--- config.mk ---
export PLATFORM = sky130hd
export DESIGN_NAME = binary_op_arbiter
export DESIGN_NICKNAME = d
export VERILOG_FILES = /design/src/rtl/binary_op_arbiter.sv
export SDC_FILE = /design/constraint.sdc
export NUM_CORES = 1
export LEC_CHECK = 0
export ABC_AREA = 1
export CORE_AREA = 4 4 114 116
export CTS_CLUSTER_SIZE = 25
export DETAILED_ROUTE_END_ITERATION = 8
export DIE_AREA = 0 0 118 120
export GPL_TIMING_DRIVEN = 0
export PLACE_DENSITY = 0.71
export SLEW_MARGIN = 20
export SYNTH_ARGS = -nofsm -noshare
export SYNTH_HDL_FRONTEND = slang
export SYNTH_SLANG_ARGS = --single-unit
export TNS_END_PERCENT = 50
--- constraint.sdc ---
create_clock -name clk -period 3.4 [get_ports clk]
set_input_delay 0.51 -clock clk [delete_from_list [all_inputs] [get_ports clk]]
set_output_delay 0.51 -clock clk [all_outputs]
set_load 0.1 [all_outputs]
--- src/rtl/binary_op_arbiter.sv ---
// -----------------------------------------------------------------------------
// binary_op_arbiter
//
// Shares one MOV binary-operation datapath (pass / invert / bit-reverse)
// between NUM_REQ requesters using round-robin arbitration. A single
// registered result slot allows one accepted operation per cycle.
//
// Ports:
//   clk           clock, all state changes on the rising edge
//   reset         asynchronous active-high reset
//   in_valid      per-requester request valid            [NUM_REQ]
//   in_data       per-requester 32-bit operand           [32*NUM_REQ]
//   in_op         per-requester op (00 pass, 01 invert, 10 reverse, 11 illegal)
//   in_ready      one-hot-or-zero grant                  [NUM_REQ]
//   out_valid     result slot holds a valid result
//   out_data      32-bit result (0 for illegal op)
//   out_id        index of the requester owning out_data (zero-extended)
//   out_op_error  result came from op 11
//   out_ready     consumer accepts the result
// -----------------------------------------------------------------------------
module binary_op_arbiter #(
   parameter int NUM_REQ = 4
) (
   input  logic                  clk,
   input  logic                  reset,
   input  logic [NUM_REQ-1:0]    in_valid,
   input  logic [32*NUM_REQ-1:0] in_data,
   input  logic [2*NUM_REQ-1:0]  in_op,
   output logic [NUM_REQ-1:0]    in_ready,
   output logic                  out_valid,
   output logic [31:0]           out_data,
   output logic [2:0]            out_id,
   output logic                  out_op_error,
   input  logic                  out_ready
);

   // Requester inputs are padded to 8 entries so a 3-bit index can select
   // them for any legal NUM_REQ; absent requesters read as idle zeros.
   localparam int MAX_REQ = 8;

   logic [MAX_REQ-1:0] valid_pad;
   logic [31:0]        data_pad [MAX_REQ];
   logic [1:0]         op_pad   [MAX_REQ];

   genvar gi;
   generate
      for (gi = 0; gi < MAX_REQ; gi++) begin : g_pad
         if (gi < NUM_REQ) begin : g_real
            assign valid_pad[gi] = in_valid[gi];
            assign data_pad[gi]  = in_data[32*gi +: 32];
            assign op_pad[gi]    = in_op[2*gi +: 2];
         end else begin : g_absent
            assign valid_pad[gi] = 1'b0;
            assign data_pad[gi]  = 32'h0;
            assign op_pad[gi]    = 2'b00;
         end
      end
   endgenerate

   logic        out_valid_reg;
   logic [31:0] out_data_reg;
   logic [2:0]  out_id_reg;
   logic        out_op_error_reg;
   logic [2:0]  last_grant_reg;

   logic        slot_free;
   logic        found;
   logic [2:0]  winner;
   logic        accept;

   assign slot_free = !out_valid_reg || out_ready;

   // Round-robin search starting just after the last granted index.
   always_comb begin
      logic [3:0] cand;
      found  = 1'b0;
      winner = 3'd0;
      cand   = 4'd0;
      for (int k = 1; k <= NUM_REQ; k++) begin
         cand = {1'b0, last_grant_reg} + 4'(k);
         if (cand >= 4'(NUM_REQ)) begin
            cand = cand - 4'(NUM_REQ);
         end
         if (!found && valid_pad[cand[2:0]]) begin
            found  = 1'b1;
            winner = cand[2:0];
         end
      end
   end

   // Gating with reset keeps every grant low while reset is asserted.
   assign accept = found && slot_free && !reset;

   generate
      for (gi = 0; gi < NUM_REQ; gi++) begin : g_ready
         assign in_ready[gi] = accept && (winner == 3'(gi));
      end
   endgenerate

   // Shared operation datapath on the winning operand.
   logic [31:0] sel_data;
   logic [1:0]  sel_op;
   logic [31:0] rev_data;
   logic [31:0] result_next;
   logic        op_error_next;

   assign sel_data = data_pad[winner];
   assign sel_op   = op_pad[winner];

   generate
      for (gi = 0; gi < 32; gi++) begin : g_rev
         assign rev_data[gi] = sel_data[31-gi];
      end
   endgenerate

   always_comb begin
      result_next   = 32'h0;
      op_error_next = 1'b0;
      case (sel_op)
         2'b00:   result_next = sel_data;
         2'b01:   result_next = ~sel_data;
         2'b10:   result_next = rev_data;
         default: begin
            result_next   = 32'h0;
            op_error_next = 1'b1;
         end
      endcase
   end

   always_ff @(posedge clk or posedge reset) begin
      if (reset) begin
         out_valid_reg    <= 1'b0;
         out_data_reg     <= 32'h0;
         out_id_reg       <= 3'd0;
         out_op_error_reg <= 1'b0;
         last_grant_reg   <= 3'(NUM_REQ-1);
      end else if (accept) begin
         // Also covers simultaneous drain+accept: new result replaces old.
         out_valid_reg    <= 1'b1;
         out_data_reg     <= result_next;
         out_id_reg       <= winner;
         out_op_error_reg <= op_error_next;
         last_grant_reg   <= winner;
      end else if (out_ready) begin
         // Drain without refill; payload holds its last value.
         out_valid_reg <= 1'b0;
      end
   end

   assign out_valid    = out_valid_reg;
   assign out_data     = out_data_reg;
   assign out_id       = out_id_reg;
   assign out_op_error = out_op_error_reg;

endmodule
==> metrics.cfg <==
[outcome]
status=complete, no violations

[layout]
syn_to_final_growth_pct=48.8
largest_reg_flops=32
fill_cells=1266
antennaDiodeCount=0
nets=1206
layout-drive-gt1-share_pct=9.51

[worst_setup_path]
critPathLaunchType=flop
ff2ff_setup_slack_ps=250
worstSetupPathType=reg2out
cp_max_fo=19
cp.required_ps=2890
cp.arrival_ps=2760
end_kind=primary output

[place]
post-dp-hpwl_um=15300
port_buffers=183
dp_slack_ps=-1020
gp_congestion=0.891

[clock_network]
clock-sinks=39
numCtsBuffers=5
cts_root_buf=clkbuf_16
clk_latency_ps=280
clockBufferDepth=2
cts_htree_levels=2
cts_hold_buffers=0
clk_pin_slew_worst_paths_ps=60
cts_tree=done

[detailed_routing]
detail_route.vias_per_cell=5.38
drt_iter0_drc=722
vias=6499
routed_wl_um=19000
ant_nets=0
firstDrtPassIters=7
wl_per_cell_um=15.7
drc=0

[hold_path]
hold_class=in2async

[floorplan]
die_w_um=118
core_area_sq_mm=0.0119
fp-row-count=40
fp.dieH_um=120
floorplan.initialDensity_pct=39.5
dieArea_sq_mm=0.0142
io_pins=184

[sta]
finalSetupViolations=0
drv_slew=0
finalWorstSetupSlack_ps=129
holdWs_ps=431
worst_pin_slew_ps=1000
max_freq_ghz=0.306
period_share_pct=96.2
tns_ps=0
finalHoldViolations=0
finalClockSkew_ps=4.88
layout_min_cycle_time_ps=3270
rsz0062_at_grt=false
slew_headroom_pct=33.1

[grt]
grt_use_total_pct=26.2
overflow=0
antenna_found_initial=0
grt_max_degree=36
grt_pass1_vias=6312
grt_pass1_wl_um=30700

[pwr]
peakVddDrop_mv=0.179
power_density_mw_per_mm2=201
p_leak_nw=3.65

[logic_synthesis]
synth_warnings=0
synthesis.nets=1016
synth_area_sq_mm=0.00470
syn_inst=871
syn_area_per_cell_sq_um=5.40
yosys.cell_types.count=25
seq_area_frac_synth_pct=20.8
synth_seq_cells=39

[flow_run]
cap_violations=0

repair_timing:
action,CTS,global route
setup buffers,1,0
pin swaps,2,0
endpoints found under the setup margin,4,32
resized for setup,35,9
placed cells by master, fill, tap and decap left out, drive strengths merged:
cell type / n
o31ai: 1
buf: 62
clkdlybuf4s50: 179
clkinv: 1
bufinv: 1
a21oi: 1
nor2: 27
ha: 2
o21ai: 3
nand3: 278
nand3b: 1
dfrtp: 37
dfstp: 2
nand4: 5
nor3: 1
clkbuf: 22
inv: 29
nand2: 410
cell families (layout without fill, tap and decap cells):
group                      count (synthesis)  in the layout  synth area share (%)
AOI/OAI and AO/OA                          5              5                 0.745
DFF                                       39             39                  20.8
and+or+nand+nor                          722            722                  66.3
buffers and inverters                    103            294                  11.6
adders and majority gates                  2              2                 0.532
worst max-delay path: stages, from the launching register on:
cell and delay (ps):
dfstp_2 560, inv_1 140, ha_4 320, inv_2 50, nand3_1 90, nand3_2 120
nand4_1 160, nand2_1 140, a21oi_4 230, buf_12 190, nand2_2 120, nor2_2 170
buf_12 190
layout make-up:
cell class | count | area (sq um) | share of cell area [%]
inverters | 29 | 111 | 1.59
plain buffers | 72 | 440 | 6.29
flip-flops and latches | 39 | 978 | 14.0
well taps | 147 | 184 | 2.63
clock buffers | 6 | 139 | 1.98
repair buffers | 185 | 1880 | 26.8
multi-input cells | 729 | 3230 | 46.2
clock inverters | 2 | 35.0 | 0.500
through the flow:
step	std cells	instance area, sq um	total power [W]	utilization [%]
final	1209	7000	0.00140	58.8
after global routing	1209	7000	0.00147	58.8
after CTS	1209	6970	0.00141	58.5
after detailed placement	1202	6760	0.000868	56.7
after global placement	1201	6740	0.000864	56.6
after floorplan	871	4720	0.000635	-
cells in the mapped netlist:
master / n / area share [%]
a21oi_2: 1 / 0.19
buf_1: 3 / 0.24
buf_2: 31 / 3.3
buf_4: 19 / 3.0
buf_6: 6 / 1.4
clkbuf_1: 15 / 1.2
dfrtp_1: 37 / 20
dfstp_2: 2 / 1.1
ha_1: 2 / 0.53
inv_1: 23 / 1.8
inv_2: 5 / 0.40
inv_4: 1 / 0.13
nand2_1: 402 / 32
nand2_2: 7 / 0.93
nand2_4: 1 / 0.24
nand3_1: 275 / 29
nand3_2: 3 / 0.64
nand3b_1: 1 / 0.16
nand4_1: 5 / 0.67
nor2_1: 25 / 2.0
nor2_2: 2 / 0.27
nor3_1: 1 / 0.11
o21ai_0: 2 / 0.21
o21ai_2: 1 / 0.19
o31ai_1: 1 / 0.16
report_power, final:
part,switching (W),internal [W]
Sequential,0.0000000000000000000118,0.000464
Clock,0.000175,0.000364
Combinational,0.000180,0.000220
Total,0.000355,0.00105
worst paths after layout:
check	start	endpoint	cells after the start
setup / recovery	last_grant_reg[1]	in_ready[1]	12
hold / removal	reset	out_data[4]	2
setup reg to reg	last_grant_reg[0]	out_data[7]	19
hold reg to reg	out_data[14]	out_data[14]	2
max in group asynchronous	reset	last_grant_reg[1]	3
min in group clk	out_data[14]	out_data[14]	2
per-layer routing:
layer | vias to the layer above | GRT usage (%) | share of wire, %
met5 | - | 0 | 0
met3 | 68 | 6.27 | 9.2
met4 | 0 | 10.7 | 4.3
li1 | 3199 | - | -
met2 | 342 | 45.0 | 47
met1 | 2890 | 31.5 | 40
No activity file was read; power rests on OpenSTA's default activity.
==> edit 1: new RTL, same flow settings <==
Change the parameter `NUM_REQ` from 4 to 3.
--- a/src/rtl/binary_op_arbiter.sv
+++ b/src/rtl/binary_op_arbiter.sv
@@ -20,5 +20,5 @@
 // -----------------------------------------------------------------------------
 module binary_op_arbiter #(
-   parameter int NUM_REQ = 4
+   parameter int NUM_REQ = 3
 ) (
    input  logic                  clk,
Interface: changed (resized in_data, in_op, in_ready and in_valid); port bits go from 184 to 148. The function was not compared with the original's and may differ.
==> edit 1 against the original RTL <==
- the run now ends with negative setup slack left
- design area is 7.7% lower
- highest routed layer unchanged
- global-route usage is 4.4 points lower
- register-to-register slack lost 0.32 ns
- setup slack worse by 0.27 ns
- via count shrank 18%
- sequential cell count fell by 1
- synthesized area fell by 14%
- routed wire length decreased by 15%
- critical path type unchanged
Power is left out: the tool's default activity adds up to more than one toggle a clock period on the data nets, which glitch-free logic cannot reach.
==> edit 1: results (changes against the original RTL) <==
| Metric | Value |
|---|---|
| Status | `finished, violations left` |
| Failing checks | `negative setup slack` |
| Placed Cells | `1,002 (-17%)` |
| Clock Skews | `0.00798 ns (+0.00310 ns)` |
| Post-synthesis net count | `822 (-19%)` |
| CP arrival | `3.03 ns (+0.27 ns)` |
| Sequential cell area | `952 um2 (-2.7%)` |
| Setup TNS | `-0.821 ns (-0.821 ns)` |
| Met2 wire length | `7550 um (-16%)` |
| Wire length on met3 | `1180 um (-32%)` |
| Yosys warnings | `0 (unchanged)` |
| Layout cell share with drive strength beyond 1 | `15.2% (+5.7 points)` |
| Placed Area | `5750 um2 (-15%)` |
| Commonest cells in the netlist | `nand2_1 (303), nand3_1 (177), inv_1 (53)` |
| Compound-Gate Fraction of Synth Area | `6.40% (+5.7 points)` |
| DRC marker count from the first detailed-route iteration | `352 (-51%)` |
| CP max stage delay | `0.56 ns (about the same)` |
| Adder-Cell Fraction of Synth Area | `2.16% (+1.6 points)` |
| Vias in the first global route | `5,088 (-19%)` |
| Post-synthesis sequential area ratio | `23.5% (+2.7 points)` |
| Post-DP HPWL | `12,300 um (-20%)` |
| Final GP Congestion | `0.906 (+1.7%)` |
| Net count, final | `1,004 (-17%)` |
| Worst R2R Path Depth | `20 (+1)` |
| Largest cells by area after synthesis | `nand2_1 (28%), dfrtp_1 (23%), nand3_1 (22%)` |
| Setup ws final | `-0.137 ns (-0.267 ns)` |
| Place WS | `-1.08 ns (-0.0661 ns)` |
| Largest net degree at the start of global routing | `29 (-19%)` |
| M1 wire length | `7000 um (-6.9%)` |
| Filler instances | `1,168 (-7.7%)` |
| Number of port buffers | `147 (-20%)` |
| Detailed-router iteration count before antenna repair | `5 (-2)` |
| Drt wl/cell | `15.6 um (-0.93%)` |
| Total track usage | `21.8% (-4.4 points)` |
| Relative slew slack | `32.3% (-0.82 points)` |
| Yosys cell types | `33 (+32%)` |
| Post-Synth XOR/XNOR Area | `0.216% (+0.22 points)` |
| N_diodes | `0 (unchanged)` |
| Via-to-Cell Ratio | `5.14 (-4.4%)` |
| Final setup violation count | `23 (+23)` |
| Cell count after synthesis | `707 (-19%)` |
| Global-route wire length before repair | `25,400 um (-17%)` |
| Vias after detailed routing | `5,328 (-18%)` |
| HP Class | `flip-flop to flip-flop` |
## edit 1: cell types whose count changed in the layout (fill, tap and decap cells not counted), sizes merged, moves of 5 or more
cell           change
nand2            -101
nand3             -96
clkdlybuf4s50     -35
a21oi             +34
inv               +26
nor2              -13
ha                 +5
## edit 1: what timing repair did
item                                    4_1_cts  5_1_grt
resized for setup                            64       41
setup buffers                                14       13
gates cloned                                  0        2
endpoints found under the setup margin        3       36
hold buffers                                  0        0
pin swaps                                    17       16
## edit 1: tightest hold or removal path, delay by kind of cell (launching register included)
kind	cells	cell delay, ns
flops	1	0.34
simple gates	2	0.10
## edit 1: cells by family (layout without fill, tap and decap cells)
kind of cell / count (synthesis) / count (layout)
flip-flops: 38 / 38
buffers and inverters: 105 / 288
adder cells (fa/ha/maj): 7 / 7
AND/OR/NAND/NOR: 512 / 512
AO/OA/AOI/OAI: 44 / 44
XOR/XNOR: 1 / 1
## edit 1: path summary, 6_finish.rpt
check	from	to	slack (ns)
worst min register to register	out_data[22]	out_data[22]	0.48
max in group asynchronous	reset	out_data[14]	2.44
worst max register to register	last_grant_reg[1]	out_data[28]	-0.07
min in group asynchronous	reset	out_data[0]	0.50
worst max-delay path	last_grant_reg[1]	in_ready[0]	-0.14
worst min-delay path	out_data[22]	out_data[22]	0.48
## edit 1: cell type report
type                       count  area share [%]
tap                          147            2.85
clock buffer                   6            2.15
sequential                    38            14.7
timing repair buffer         177            27.1
clock inverter                 2           0.930
multi-input combinational    564            43.4
buffer                        46            5.38
inverter                      57            3.45
## edit 1: routing by layer
layer	track usage, %	vias up
met2	37.3	229
met4	6.30	0
met3	4.95	29
met1	27.6	2422
li1	-	2648
met5	0	-
==> edit 2: new RTL, same settings <==
Made on the original files. Make the reset (`reset`) synchronous in one clocked block. Comments in the files are not updated.
--- a/src/rtl/binary_op_arbiter.sv
+++ b/src/rtl/binary_op_arbiter.sv
@@ -128,5 +128,5 @@
    end
 
-   always_ff @(posedge clk or posedge reset) begin
+   always_ff @(posedge clk) begin
       if (reset) begin
          out_valid_reg    <= 1'b0;
Function: differs if reset is asserted again (counterexample within 4 cycles, from zero or initial values and one cycle with reset high); with reset held inactive, the same outputs for 10 cycles.
==> edit 2 against the original RTL <==
- sequential cell count did not move
- routed wire length decreased by 4.8%
- setup slack gained 0.066 ns
- via count fell by 1.8%
- synthesized area fell by 0.19%
- design area fell by 0.68%
- critical endpoint unchanged
- largest cell class unchanged
Power is left out: the tool's default activity adds up to more than one toggle a clock period on the data nets, which glitch-free logic cannot reach.
==> edit 2: results (changes against the original RTL) <==
| Metric | Value |
|---|---|
| Number of port buffers | `183 (unchanged)` |
| Worst-Margin Slew | `1.03 ns (+0.0267 ns)` |
| Top-count cell post-synth | `nand2_1` |
| Commonest cells in the netlist | `nand2_1 (307), nand3_1 (266), inv_1 (109)` |
| HP Class | `flip-flop to flip-flop` |
| Placed Area | `6720 um2 (-0.56%)` |
| DRC marker count from the first detailed-route iteration | `487 (-33%)` |
| Clock-pin transition on the worst setup and hold timing paths | `0.06 ns (about the same)` |
| Largest cells by area after synthesis | `nand3_1 (28%), nand2_1 (25%), dfxtp_1 (17%)` |
| Clock Skews | `0.00626 ns (+0.00138 ns)` |
| Status | `finished, final reports clean` |
| Slowest CP cell | `dfxtp_1` |
| Initial antenna violation count | `0 (unchanged)` |
| Vias after detailed routing | `6,385 (-1.8%)` |
| Main synth FF type | `dfxtp_1` |
| Post-synth ARST share | `0% (-100 points)` |
| CP arrival | `2.69 ns (-0.07 ns)` |
| CP max stage delay | `0.35 ns (-0.21 ns)` |
| Clock latency at the later pin of the worst-skew pair | `0.28 ns (about the same)` |
| Place WS | `-1.05 ns (-0.0312 ns)` |
| Area share of the largest cell type after synthesis | `28.4% (-3.7 points)` |
| Largest net degree at the start of global routing | `20 (-44%)` |
| Cell count after synthesis | `893 (+2.5%)` |
| Detailed-router iteration count before antenna repair | `5 (-2)` |
| CTS Buffer Depth | `2 (unchanged)` |
| Vias in the first global route | `5,968 (-5.4%)` |
| Filler instances | `1,230 (-2.8%)` |
| N_diodes | `0 (unchanged)` |
| Final Non-Filler Cells | `1,230 (+1.7%)` |
| # H-tree levels | `2 (unchanged)` |
| Global-route wire length before repair | `29,600 um (-3.7%)` |
| Post-synthesis net count | `1,038 (+2.2%)` |
| Final WL | `18,100 um (-4.8%)` |
| Max reg flops | `32 (unchanged)` |
| CP Max Fanout | `19 (unchanged)` |
| Yosys warnings | `0 (unchanged)` |
| Post-DP HPWL | `14,900 um (-2.8%)` |
| Layout cell share with drive strength beyond 1 | `9.23% (-0.28 points)` |
| Root buffer cell | `clkbuf_16` |
| Post-synthesis sequential area ratio | `16.6% (-4.2 points)` |
| Yosys cell types | `28 (+12%)` |
| CTS buffer count | `5 (unchanged)` |
| Final GP Congestion | `0.949 (+6.6%)` |
| Total track usage | `24.9% (-1.3 points)` |
## edit 2: final timing paths
kind | slack, ns | start | to | depth (start not counted)
setup / recovery | 0.20 | last_grant_reg[0] | in_ready[1] | 17
hold / removal | 0.45 | out_data[24] | out_data[24] | 2
setup reg to reg | 0.25 | last_grant_reg[0] | out_data[4] | 18
hold reg to reg | 0.45 | out_data[24] | out_data[24] | 2
## edit 2: layout make-up
| cell class | count | area, um2 | area share (%) |
|---|---|---|---|
| multi-input cells | 674 | 3190 | 45.8 |
| plain buffers | 62 | 333 | 4.79 |
| clock buffers | 6 | 139 | 2.00 |
| flip-flops and latches | 39 | 782 | 11.2 |
| repair buffers | 185 | 1860 | 26.7 |
| inverters | 115 | 434 | 6.24 |
| clock inverters | 2 | 38.8 | 0.558 |
| well taps | 147 | 184 | 2.65 |
## edit 2: kinds of logic (layout without fill, tap and decap cells)
group,after synthesis,count (layout),synth area share [%]
flops,39,39,16.6
compound gates,44,44,5.41
simple gates,628,628,60.9
buf+inv,180,370,16.6
fa+ha+maj,2,2,0.533
## edit 2: repair_timing
item | in CTS | in global routing
hold buffers | 0 | 0
resized for setup | 25 | 14
setup endpoints to repair | 4 | 28
pin swaps | 0 | 1
buffers inserted | 0 | 2
## edit 2: metal layers
| layer | wire length (um) | share of wire [%] | GRT usage [%] |
|---|---|---|---|
| met5 | 0 | 0 | 0 |
| met4 | 368 | 2.0 | 6.30 |
| met3 | 1160 | 6.4 | 2.40 |
| met2 | 8380 | 46 | 42.1 |
| met1 | 8190 | 45 | 34.0 |
## edit 2: worst max-delay path, delay by kind of cell (launching register included)
family / cells / cell delay [ns]
adder cells (fa/ha/maj): 1 / 0.28
buffers and inverters: 7 / 0.82
flip-flops: 1 / 0.35
AND/OR/NAND/NOR: 9 / 0.95
